### src/rtl/lwe_decrypt_if.sv
// Handshake bundle between the ciphertext source, the decrypt stage and the
// plaintext sink. The slave side is the decrypt stage itself.
interface lwe_decrypt_if #(
    parameter int CIPHERTEXT_WIDTH = 10,
    parameter int PLAINTEXT_WIDTH  = 6
);
    logic                        ct_valid;
    logic                        ct_ready;
    logic [CIPHERTEXT_WIDTH-1:0] ct_data;
    logic                        pt_valid;
    logic                        pt_ready;
    logic [PLAINTEXT_WIDTH-1:0]  plaintext;

    modport master (
        output ct_valid,
        output ct_data,
        output pt_ready,
        input  ct_ready,
        input  pt_valid,
        input  plaintext
    );

    modport slave (
        input  ct_valid,
        input  ct_data,
        input  pt_ready,
        output ct_ready,
        output pt_valid,
        output plaintext
    );
endinterface

### src/rtl/lwe_decrypt.sv
// Streaming LWE decryption: takes c0, c1..cn one element per beat, forms
// phase = c0 - sum(c_i * s_i) mod q and rounds it to a p-ary message.
// q and p are powers of two, so every modulo is plain W-bit wraparound.
module lwe_decrypt #(
    parameter int PLAINTEXT_MODULUS  = 64,
    parameter int PLAINTEXT_WIDTH    = 6,
    parameter int CIPHERTEXT_MODULUS = 1024,
    parameter int CIPHERTEXT_WIDTH   = 10,
    parameter int DIMENSION          = 1
) (
    input  logic                                  clk,
    input  logic                                  rst,
    input  logic [DIMENSION*CIPHERTEXT_WIDTH-1:0] secretkey,
    lwe_decrypt_if.slave                          bus
);
    localparam int W     = CIPHERTEXT_WIDTH;
    localparam int PW    = PLAINTEXT_WIDTH;
    localparam int IW    = $clog2(DIMENSION + 1);
    localparam int SHIFT = W - PW;
    // Half a plaintext step (q/2p) turns the truncating shift into round-to-nearest.
    localparam logic [W-1:0]  ROUND_OFFSET = W'(CIPHERTEXT_MODULUS / (2 * PLAINTEXT_MODULUS));
    localparam logic [IW-1:0] LAST_IDX     = IW'(DIMENSION);

    typedef enum logic [1:0] {
        IDLE  = 2'd0,
        ACCUM = 2'd1,
        DONE  = 2'd2
    } state_t;

    state_t         state_r;
    state_t         state_next_s;
    logic [W-1:0]   acc_r;
    logic [W-1:0]   acc_next_s;
    logic [IW-1:0]  idx_r;
    logic [IW-1:0]  idx_next_s;
    logic           ct_ready_r;
    logic           pt_valid_r;
    logic [PW-1:0]  plaintext_r;
    logic           load_pt_s;
    logic           beat_s;
    logic [W-1:0]   key_sel_s;
    logic [W-1:0]   prod_lo_s;

    // Round the phase to the nearest message; the add wraps so a phase just
    // below q lands on message 0.
    function automatic logic [PW-1:0] round_phase(input logic [W-1:0] phase);
        logic [W-1:0] biased;
        biased = phase + ROUND_OFFSET;
        return PW'(biased >> SHIFT);
    endfunction

    assign beat_s = bus.ct_valid && ct_ready_r;

    // Pick s_idx out of the packed key (s_i lives at bits [i*W-1 -: W]).
    always_comb begin
        key_sel_s = {W{1'b0}};
        for (int i = 1; i <= DIMENSION; i++) begin
            if (idx_r == IW'(i)) begin
                key_sel_s = secretkey[i*W-1 -: W];
            end else begin
                key_sel_s = key_sel_s;
            end
        end
    end

    // Only the low W bits of the 2W product matter modulo q, so compute just those.
    assign prod_lo_s = bus.ct_data * key_sel_s;

    // Next-state and datapath update for the IDLE/ACCUM/DONE sequencer.
    always_comb begin
        state_next_s = state_r;
        acc_next_s   = acc_r;
        idx_next_s   = idx_r;
        load_pt_s    = 1'b0;
        case (state_r)
            IDLE: begin
                if (beat_s) begin
                    acc_next_s   = bus.ct_data;
                    idx_next_s   = IW'(1);
                    state_next_s = ACCUM;
                end else begin
                    state_next_s = IDLE;
                end
            end
            ACCUM: begin
                if (beat_s) begin
                    acc_next_s = acc_r - prod_lo_s;
                    idx_next_s = idx_r + IW'(1);
                    if (idx_r == LAST_IDX) begin
                        state_next_s = DONE;
                        load_pt_s    = 1'b1;
                    end else begin
                        state_next_s = ACCUM;
                    end
                end else begin
                    state_next_s = ACCUM;
                end
            end
            DONE: begin
                if (bus.pt_ready) begin
                    state_next_s = IDLE;
                end else begin
                    state_next_s = DONE;
                end
            end
            default: begin
                state_next_s = IDLE;
                acc_next_s   = {W{1'b0}};
                idx_next_s   = {IW{1'b0}};
            end
        endcase
    end

    // State, accumulator and registered handshake outputs; reset drops any partial work.
    always_ff @(posedge clk) begin
        if (rst) begin
            state_r     <= IDLE;
            acc_r       <= {W{1'b0}};
            idx_r       <= {IW{1'b0}};
            ct_ready_r  <= 1'b0;
            pt_valid_r  <= 1'b0;
            plaintext_r <= {PW{1'b0}};
        end else begin
            state_r    <= state_next_s;
            acc_r      <= acc_next_s;
            idx_r      <= idx_next_s;
            ct_ready_r <= (state_next_s != DONE);
            pt_valid_r <= (state_next_s == DONE);
            if (load_pt_s) begin
                plaintext_r <= round_phase(acc_next_s);
            end else begin
                plaintext_r <= plaintext_r;
            end
        end
    end

    assign bus.ct_ready  = ct_ready_r;
    assign bus.pt_valid  = pt_valid_r;
    assign bus.plaintext = plaintext_r;
endmodule

### src/flat_wrapper.sv
// flat-port wrapper written by rule: the top's interface ports become plain ports
module lwe_decrypt_flat 
#(
    parameter int PLAINTEXT_MODULUS  = 64,
    parameter int PLAINTEXT_WIDTH    = 6,
    parameter int CIPHERTEXT_MODULUS = 1024,
    parameter int CIPHERTEXT_WIDTH   = 10,
    parameter int DIMENSION          = 1
)
  (clk, rst, secretkey, bus_ct_valid, bus_ct_data, bus_pt_ready, bus_ct_ready, bus_pt_valid, bus_plaintext);
  lwe_decrypt_if #(.CIPHERTEXT_WIDTH(CIPHERTEXT_WIDTH), .PLAINTEXT_WIDTH(PLAINTEXT_WIDTH)) bus_i ();
  input  logic clk;
  input  logic rst;
  input  logic [DIMENSION*CIPHERTEXT_WIDTH-1:0] secretkey;
  input wire logic [$bits(bus_i.ct_valid)-1:0] bus_ct_valid;
  input wire logic [$bits(bus_i.ct_data)-1:0] bus_ct_data;
  input wire logic [$bits(bus_i.pt_ready)-1:0] bus_pt_ready;
  output wire logic [$bits(bus_i.ct_ready)-1:0] bus_ct_ready;
  output wire logic [$bits(bus_i.pt_valid)-1:0] bus_pt_valid;
  output wire logic [$bits(bus_i.plaintext)-1:0] bus_plaintext;
  assign bus_i.ct_valid = bus_ct_valid;
  assign bus_i.ct_data = bus_ct_data;
  assign bus_i.pt_ready = bus_pt_ready;
  assign bus_ct_ready = bus_i.ct_ready;
  assign bus_pt_valid = bus_i.pt_valid;
  assign bus_plaintext = bus_i.plaintext;
  lwe_decrypt #(.PLAINTEXT_MODULUS(PLAINTEXT_MODULUS), .PLAINTEXT_WIDTH(PLAINTEXT_WIDTH), .CIPHERTEXT_MODULUS(CIPHERTEXT_MODULUS), .CIPHERTEXT_WIDTH(CIPHERTEXT_WIDTH), .DIMENSION(DIMENSION)) u_core (.clk(clk), .rst(rst), .secretkey(secretkey), .bus(bus_i));
endmodule
### config.mk
export PLATFORM = sky130hd
export DESIGN_NAME = lwe_decrypt_flat
export DESIGN_NICKNAME = d
export VERILOG_FILES = /design/src/rtl/lwe_decrypt_if.sv /design/src/rtl/lwe_decrypt.sv /design/src/flat_wrapper.sv
export SDC_FILE = /design/constraint.sdc
export NUM_CORES = 1
export LEC_CHECK = 0
export ABC_AREA = 1
export CAP_MARGIN = 20
export CORE_MARGIN = 4
export CORE_UTILIZATION = 38
export CTS_BUF_LIST = sky130_fd_sc_hd__clkbuf_16
export CTS_CLUSTER_SIZE = 8
export DETAILED_ROUTE_END_ITERATION = 7
export PLACE_DENSITY = 0.64
export SYNTH_ARGS = -nofsm -noshare
export SYNTH_HDL_FRONTEND = slang
export SYNTH_SLANG_ARGS = --single-unit
### constraint.sdc
create_clock -name clk -period 13.09 [get_ports clk]
set_clock_uncertainty 0.2 [all_clocks]
set_input_delay 2.618 -clock clk [delete_from_list [all_inputs] [get_ports clk]]
set_output_delay 2.618 -clock clk [all_outputs]
set_load 0.05 [all_outputs]
Word-level counts from Yosys, hierarchy flattened
Index checks and enable logic that the tools add are counted.

storage, ports and cells
  register bits = 21
  bits of input ports = 24
  word-level logic and storage cells = 35

operators by class
  add/sub/neg operators = 3
  multiply operators = 1
  equal/unequal tests = 6
  multiplexer cells = 15
  bitwise gates (word level) = 1
  reduce and logical (&&, ||, !) cells = 3

operators with widths
  cell                     number
  $mux W10                 3
  $pmux W10 S3             1
  $add A10 B4 Y10 const B  1
  $mul A10 B10 Y10         1
  $sub A10 B10 Y10         1
  $mux W1                  6
  $mux W2                  3
  $pmux W2 S3              1
  $eq A2 B2 Y1 const B     2
  $ne A2 B1 Y1 const B     2
  $pmux W1 S3              1
  $reduce_and A3 Y1        1
  $eq A2 B1 Y1 const B     1
  $logic_not A2 Y1         1
  $ne A2 B2 Y1 const B     1
  $add A1 B1 Y1 const B    1
  $logic_and A1 B1 Y1      1
  $not A1 Y1               1

Logic depth before layout (Yosys ltp)
Gate-level depths: netlist (run 1).

  word-level depth = 6
  depth in mapped cells = 32
  depth with buffers taken out = 31

Least setup slack after synthesis (run 1)
No wires, ideal clock.

  path type = input to register
  start point = input bus_ct_data[3]
  end point = register u_core.plaintext_r[5] (netlist: u_core.bus.plaintext[5])
  arrival time = 6851 ps
  required time = 12781 ps
  path slack = 5931 ps
  stages on the path = 31
  cell sequence = inv_1 > nor2_1 > fa_1 > inv_1 > fa_1 > inv_1 > ha_1 > inv_1 > fa_1 > inv_1 > fa_1 > inv_1 > ha_1 > inv_1 > o21ai_0 > a21oi_1 > nand2_1 > nand2_1 > nand3_1 > nand2_1 > nand2_1 > nand2_1 > nand2_1 > inv_1 > nand2_1 > nor2_1 > inv_1 > nand2_1 > nand3_1 > nand2_1 > inv_1

on the way
  cells in the longest elaborated chain, start to end = 5
  elaborated cells between the ends (all ways) = 6
  classes of those cells = add/sub (2); mul (1); mux (3)

ends and longest elaborated chain
  item                  RTL line            text
  from (decl)           flat_wrapper.sv:16  input wire logic [$bits(bus_i.ct_data)-1:0] bus_ct_data;
  $mul A10 B10 Y10      lwe_decrypt.sv:67   assign prod_lo_s = bus.ct_data * key_sel_s;
  $sub A10 B10 Y10      lwe_decrypt.sv:87   acc_next_s = acc_r - prod_lo_s;
  $mux W10              lwe_decrypt.sv:86   if (beat_s) begin
  $pmux W10 S3 *        lwe_decrypt.sv:75   case (state_r)
  $add A10 B4 Y10 *     lwe_decrypt.sv:48   biased = phase + ROUND_OFFSET;
  to (signal assigned)  lwe_decrypt.sv:122  plaintext_r <= {PW{1'b0}};
  to (signal assigned)  lwe_decrypt.sv:130  plaintext_r <= round_phase(acc_next_s);
  to (signal assigned)  lwe_decrypt.sv:132  plaintext_r <= plaintext_r;
  to (decl)             lwe_decrypt.sv:38   logic [PW-1:0] plaintext_r;

Every way passes the cells marked *; elsewhere a longest branch is shown, timed or not.
A chain may end at the register's enable or synchronous reset.

Final worst setup path (run 1)
  start point = input bus_ct_data[0]
  end point = register u_core.plaintext_r[5] (netlist: u_core.bus.plaintext[5])

Same word-level chain as after synthesis.

==> flow_summary.ini, run 1 <==
[drt]
vias_per_cell = 4.80
vias = 3061
drc_errors = 0
drt_iter0_markers = 169
dr.pass1.iters = 4
routed_wl_microns = 8020
wire_per_inst_microns = 12.6
ant_nets = 0

[logic_synthesis]
yosys_warnings = 0
synth-seq-cells = 21
syn_inst = 502
seq_area_frac_synth_pct = 13.1
syn_nets = 589
postSynthAreaPerCell_sq_um = 6.38
netlist-cell-type-count = 24
syn_area_sq_um = 3200

[floorplan]
core-area_sq_um = 8220
die_w_microns = 99.8
die_h_microns = 99.8
pin_count = 32
dieArea_sq_um = 9960
core.rowCount = 33
initial_core_util_pct = 39.0

[clocking]
path_clk_slew_ns = 0.05
cts_sinks = 21
cts_htree_levels = 1
cts_setup_buffers = 0
holdBufCountCts = 0
cts_buffers = 3
cts_resized = 0
clkLatencyLatePin_ns = 0.25
root_buffer = clkbuf_16
cts_tree = yes
cts_buffer_depth = 2

[setup_path]
end_kind = flip-flop
rr_startpoint = u_core.idx_r
critical_path_class = in -> reg
crit_arrival_ns = 8.01
cp_common_cell = nand2_1
cpPeakStageDelay_ns = 0.55
path_buf_inv = 10
cp_slowest_cell = fa_1
r2r_slack_ns = 6.83
crit_required_ns = 13.04
cp_max_fo = 9
path_delay_family = adder cells
r2r_cells = 31
r2r-end = u_core.bus.plaintext[5]
cp-start-kind = input pin

[sta]
setup_viol = 0
rsz0062_at_grt = no
fmax_mhz = 124
finalCritPeriodShare_pct = 61.6
slew_headroom_pct = 39.1
max_slew.worst_pin.slew_ns = 0.912
slew_viol_final = 0
setup_tns_ns = 0
period_needed_ns = 8.06
finalHoldViolCount = 0

[cells_and_area]
layout_commonest_cell = inv_1
n_antenna_cell = 0
finalInstanceArea_sq_um = 3700
mostFrequentLayoutCells = inv_1 (134), nand2_1 (99), nor2_1 (84), fa_1 (32)
syn_to_final_growth_pct = 15.6
final_net_count = 621
drive_above_1_share_pct = 1.50
fillers = 857

[place]
gp_congestion = 0.973
portBuffers = 31
dp_hpwl_microns = 6850
place_area_sq_um = 3620

[global_route]
grt_max_degree = 24
grt_pass1_vias = 3128
met3_usage_pct = 1.04
busiest_layer = met2
grt_pass1_wl_microns = 14100
gr-usage-met1_pct = 23.9
grt_util_met2_pct = 29.3
grt_overflow = 0
grt_usage_pct = 17.3
antenna_found_initial = 0

[flow_run]
cap_violations = 0

[min_path]
worstHoldStart = u_core.acc_r[0]
min_to = u_core.acc_r[0]
min_path_cells = 2
hp-class = reg -> reg

[power_and_ir_drop]
p_per_area_nw_per_um2 = 90.3
ir_drop_v = 0.0000822
power_leakage_nw = 2.03

[status]
status = completed
==> per-stage QoR <==
| stage | power, mW | hold WS (ns) | utilization, % | worst slack, ns | instances |
|---|---|---|---|---|---|
| after global routing | 0.371 | 0.341 | 45.0 | 4.58 | 638 |
| after global placement | 0.267 | 0.292 | 44.1 | 4.89 | 634 |
| after detailed placement | 0.271 | 0.302 | 44.1 | 4.77 | 634 |
| final | 0.334 | 0.306 | 45.0 | 5.03 | 638 |
| after CTS | 0.337 | 0.314 | 45.0 | 5.03 | 638 |
| after floorplan | 0.221 | 0.263 | - | 5.93 | 502 |
==> kinds of logic after synthesis <==
| kind of cell | count (synthesis) | share of synthesized area (%) |
|---|---|---|
| AO/OA/AOI/OAI | 45 | 7.51 |
| flip-flops | 21 | 13.1 |
| adder cells (fa/ha/maj) | 63 | 32.1 |
| buffers and inverters | 138 | 16.3 |
| AND/OR/NAND/NOR | 229 | 29.2 |
| XOR/XNOR | 6 | 1.64 |
==> Yosys cell counts <==
master    number  area (sq um)
a21oi_1       13          65.1
fa_1          32           641
nor2_2         2          12.5
nand3_1       31           155
a211oi_1       2          15.0
clkinv_1       1          3.75
o21ai_0       22           110
ha_1          31           388
nand3b_1       2          15.0
buf_2          1          5.00
xor2_1         5          43.8
inv_1        133           499
nor2_1        84           315
nor3_1         2          10.0
o22ai_1        4          25.0
nand4_1        6          37.5
or2_2          1          6.26
dfxtp_1       21           420
xnor2_1        1          8.76
nand2_1       99           372
nand2_2        2          12.5
a31oi_1        4          25.0
buf_4          1          7.51
clkbuf_1       2          7.51
==> sequential cells by signal (all words and copies together), names as in the netlist <==
name                  count
u_core.bus.ct_ready       1
u_core.acc_r             10
u_core.state_r            2
u_core.bus.plaintext      6
u_core.bus.pt_valid       1
u_core.idx_r              1
==> worst register-to-register path, delay by kind of cell, from the launching register on <==
family,cells,cell delay [ns]
compound gates,2,0.35
fa+ha+maj,6,2.69
simple gates,14,1.36
buf+inv,9,0.62
flops,1,0.91
==> metal layers <==
metal	routed length (microns)	vias up
li1	-	1569
met1	3780	1379
met2	3720	99
met3	358	14
met4	150	0
met5	0	-
==> layout make-up <==
| type | instances | area [sq um] | area share [%] |
|---|---|---|---|
| Multi-Input combinational cell | 343 | 2260 | 61.0 |
| Inverter | 134 | 503 | 13.6 |
| Sequential cell | 21 | 420 | 11.4 |
| Timing Repair Buffer | 31 | 310 | 8.38 |
| Tap cell | 105 | 131 | 3.55 |
| Clock buffer | 3 | 75.1 | 2.03 |
| Clock inverter | 1 | 3.75 | 0.101 |
==> how the worst max path moves through the flow <==
stage,startpoint,endpoint,slack (ns),cells after the start
after floorplan,bus_ct_data[3],u_core.bus.plaintext[5],5.93,31
after global placement,bus_ct_data[0],u_core.bus.plaintext[5],4.89,32
after detailed placement,bus_ct_data[0],u_core.bus.plaintext[5],4.77,32
after CTS,bus_ct_data[0],u_core.bus.plaintext[5],5.03,32
after global routing,bus_ct_data[0],u_core.bus.plaintext[5],4.58,32
final,bus_ct_data[0],u_core.bus.plaintext[5],5.03,32
==> where the power goes <==
| part | internal, mW | switching, mW |
|---|---|---|
| combinational | 0.0773 | 0.124 |
| clock | 0.0407 | 0.0219 |
| sequential | 0.0672 | 0.00366 |
| total | 0.185 | 0.149 |
No activity file was read; power rests on OpenSTA's default activity.
==> inputs of run 2 (changes only) <==
==> constraint.sdc (replaced) <==
create_clock -name clk -period 7.6 [get_ports clk]
set_clock_uncertainty 0.2 [all_clocks]
set_input_delay 1.52 -clock clk [delete_from_list [all_inputs] [get_ports clk]]
set_output_delay 1.52 -clock clk [all_outputs]
set_load 0.05 [all_outputs]
==> flow_summary.ini, run 2 (synthesized netlist as in run 1, its figures left out) <==
[status]
status = completed

[global_route]
grt_overflow = 0
grt_usage_pct = 17.2
grt_pass1_wl_microns = 14000
grt_max_degree = 24
antenna_found_initial = 0
grt_pass1_vias = 3118

[place]
place_area_sq_um = 3620
dp_hpwl_microns = 6880
numPlacedInstances = 634
pre_cts_ws_ns = 0.397
gp_congestion = 0.973
portBuffers = 31

[floorplan]
die_h_microns = 99.8
die_w_microns = 99.8
core.rowCount = 33
pin_count = 32
initial_core_util_pct = 39.0
dieArea_sq_um = 9960
core-area_sq_um = 8220

[clocking]
holdBufCountCts = 0
root_buffer = clkbuf_16
path_clk_slew_ns = 0.06
cts_sinks = 21
cts_resized = 0
cts_buffers = 3
cts_htree_levels = 1
cts_tree = yes
clkLatencyLatePin_ns = 0.25
cts_buffer_depth = 2
cts_setup_buffers = 0

[setup_path]
cp-start-kind = input pin
end_kind = flip-flop
cpPeakStageDelay_ns = 0.55
cp_common_cell = nand2_1
crit_arrival_ns = 6.89
cp_max_fo = 7
r2r_cells = 31
critical_path_class = in -> reg
cp_slowest_cell = fa_1
r2r_slack_ns = 1.36
crit_required_ns = 7.55

[cells_and_area]
fillers = 869
instances_no_fill = 638
layout_commonest_cell = inv_1
mostFrequentLayoutCells = inv_1 (134), nand2_1 (99), nor2_1 (84), fa_1 (32)
finalInstanceArea_sq_um = 3700
drive_above_1_share_pct = 1.50
n_antenna_cell = 0
top_register = u_core.acc_r
final_net_count = 621
largest_reg_flops = 10
syn_to_final_growth_pct = 15.6

[sta]
setup_tns_ns = 0
fmax_mhz = 144
rsz0062_at_grt = no
max_slew.worst_pin.slew_ns = 0.913
setup_viol = 0
period_needed_ns = 6.94
slew_headroom_pct = 39.0
finalHoldViolCount = 0
finalCritPeriodShare_pct = 91.3
slew_viol_final = 0
fin_ws_ns = 0.662

[drt]
drc_errors = 0
dr.pass1.iters = 4
ant_nets = 0
vias = 3061
drt_iter0_markers = 163
vias_per_cell = 4.80
wire_per_inst_microns = 12.6
routed_wl_microns = 8010

[power_and_ir_drop]
p_per_area_nw_per_um2 = 155
power_leakage_nw = 2.03
ir_drop_v = 0.000141
power.total_mw = 0.575

[flow_run]
cap_violations = 0

[min_path]
hp-class = reg -> reg
min_path_cells = 2
[run 2: cell counts in the layout (fill, tap and decap cells not counted)]
No cell type changed its count.
[run 2: final timing paths]
kind / startpoint / end
max reg2reg: u_core.idx_r / u_core.bus.plaintext[5]
min reg2reg: u_core.acc_r[0] / u_core.acc_r[0]
min: u_core.acc_r[0] / u_core.acc_r[0]
max: bus_ct_data[3] / u_core.bus.plaintext[5]
[run 2: final cells by class]
class / count / area, sq um / share of cell area [%]
Sequential cell: 21 / 420 / 11.4
Inverter: 134 / 503 / 13.6
Clock buffer: 3 / 75.1 / 2.03
Tap cell: 105 / 131 / 3.55
Multi-Input combinational cell: 343 / 2260 / 61.0
Timing Repair Buffer: 31 / 310 / 8.38
Clock inverter: 1 / 3.75 / 0.101
[run 2: per-stage QoR]
| stage | hold slack (ns) | util (%) |
|---|---|---|
| finish | 0.304 | 45.0 |
| CTS | 0.312 | 45.0 |
| global placement | 0.292 | 44.1 |
| global route | 0.334 | 45.0 |
| floorplan | 0.263 | - |
| detailed placement | 0.300 | 44.1 |
[run 2: power breakdown]
part	leakage [nW]	switching (mW)	internal [mW]	total [mW]
sequential	0.171	0.00632	0.116	0.122
combinational	1.81	0.214	0.133	0.346
clock	0.0423	0.0370	0.0699	0.107
[run 2: critical path: cells and delay by family]
| kind | cells | cell delay (ns) |
|---|---|---|
| AOI/OAI and AO/OA | 2 | 0.36 |
| adders and majority gates | 6 | 2.88 |
| buffers and inverters | 9 | 1.11 |
| and+or+nand+nor | 13 | 1.02 |
[run 2: per-layer routing]
metal  wire length (microns)  vias up  global-route usage (%)
met3                     420       12                    1.46
met1                    3660     1401                    23.8
met4                     114        0                    4.20
li1                        -     1569                       -
met5                       0        -                       0
met2                    3820       79                    29.0
==> inputs of run 3 (changes only) <==
--- a/config.mk
+++ b/config.mk
@@ -13,6 +13,7 @@
 export CTS_CLUSTER_SIZE = 8
 export DETAILED_ROUTE_END_ITERATION = 7
 export PLACE_DENSITY = 0.64
+export SKIP_LAST_GASP = 1
 export SYNTH_ARGS = -nofsm -noshare
 export SYNTH_HDL_FRONTEND = slang
 export SYNTH_SLANG_ARGS = --single-unit
==> results of run 3 <==
The final DEF is identical to that of run 2; final timing and power are the same.
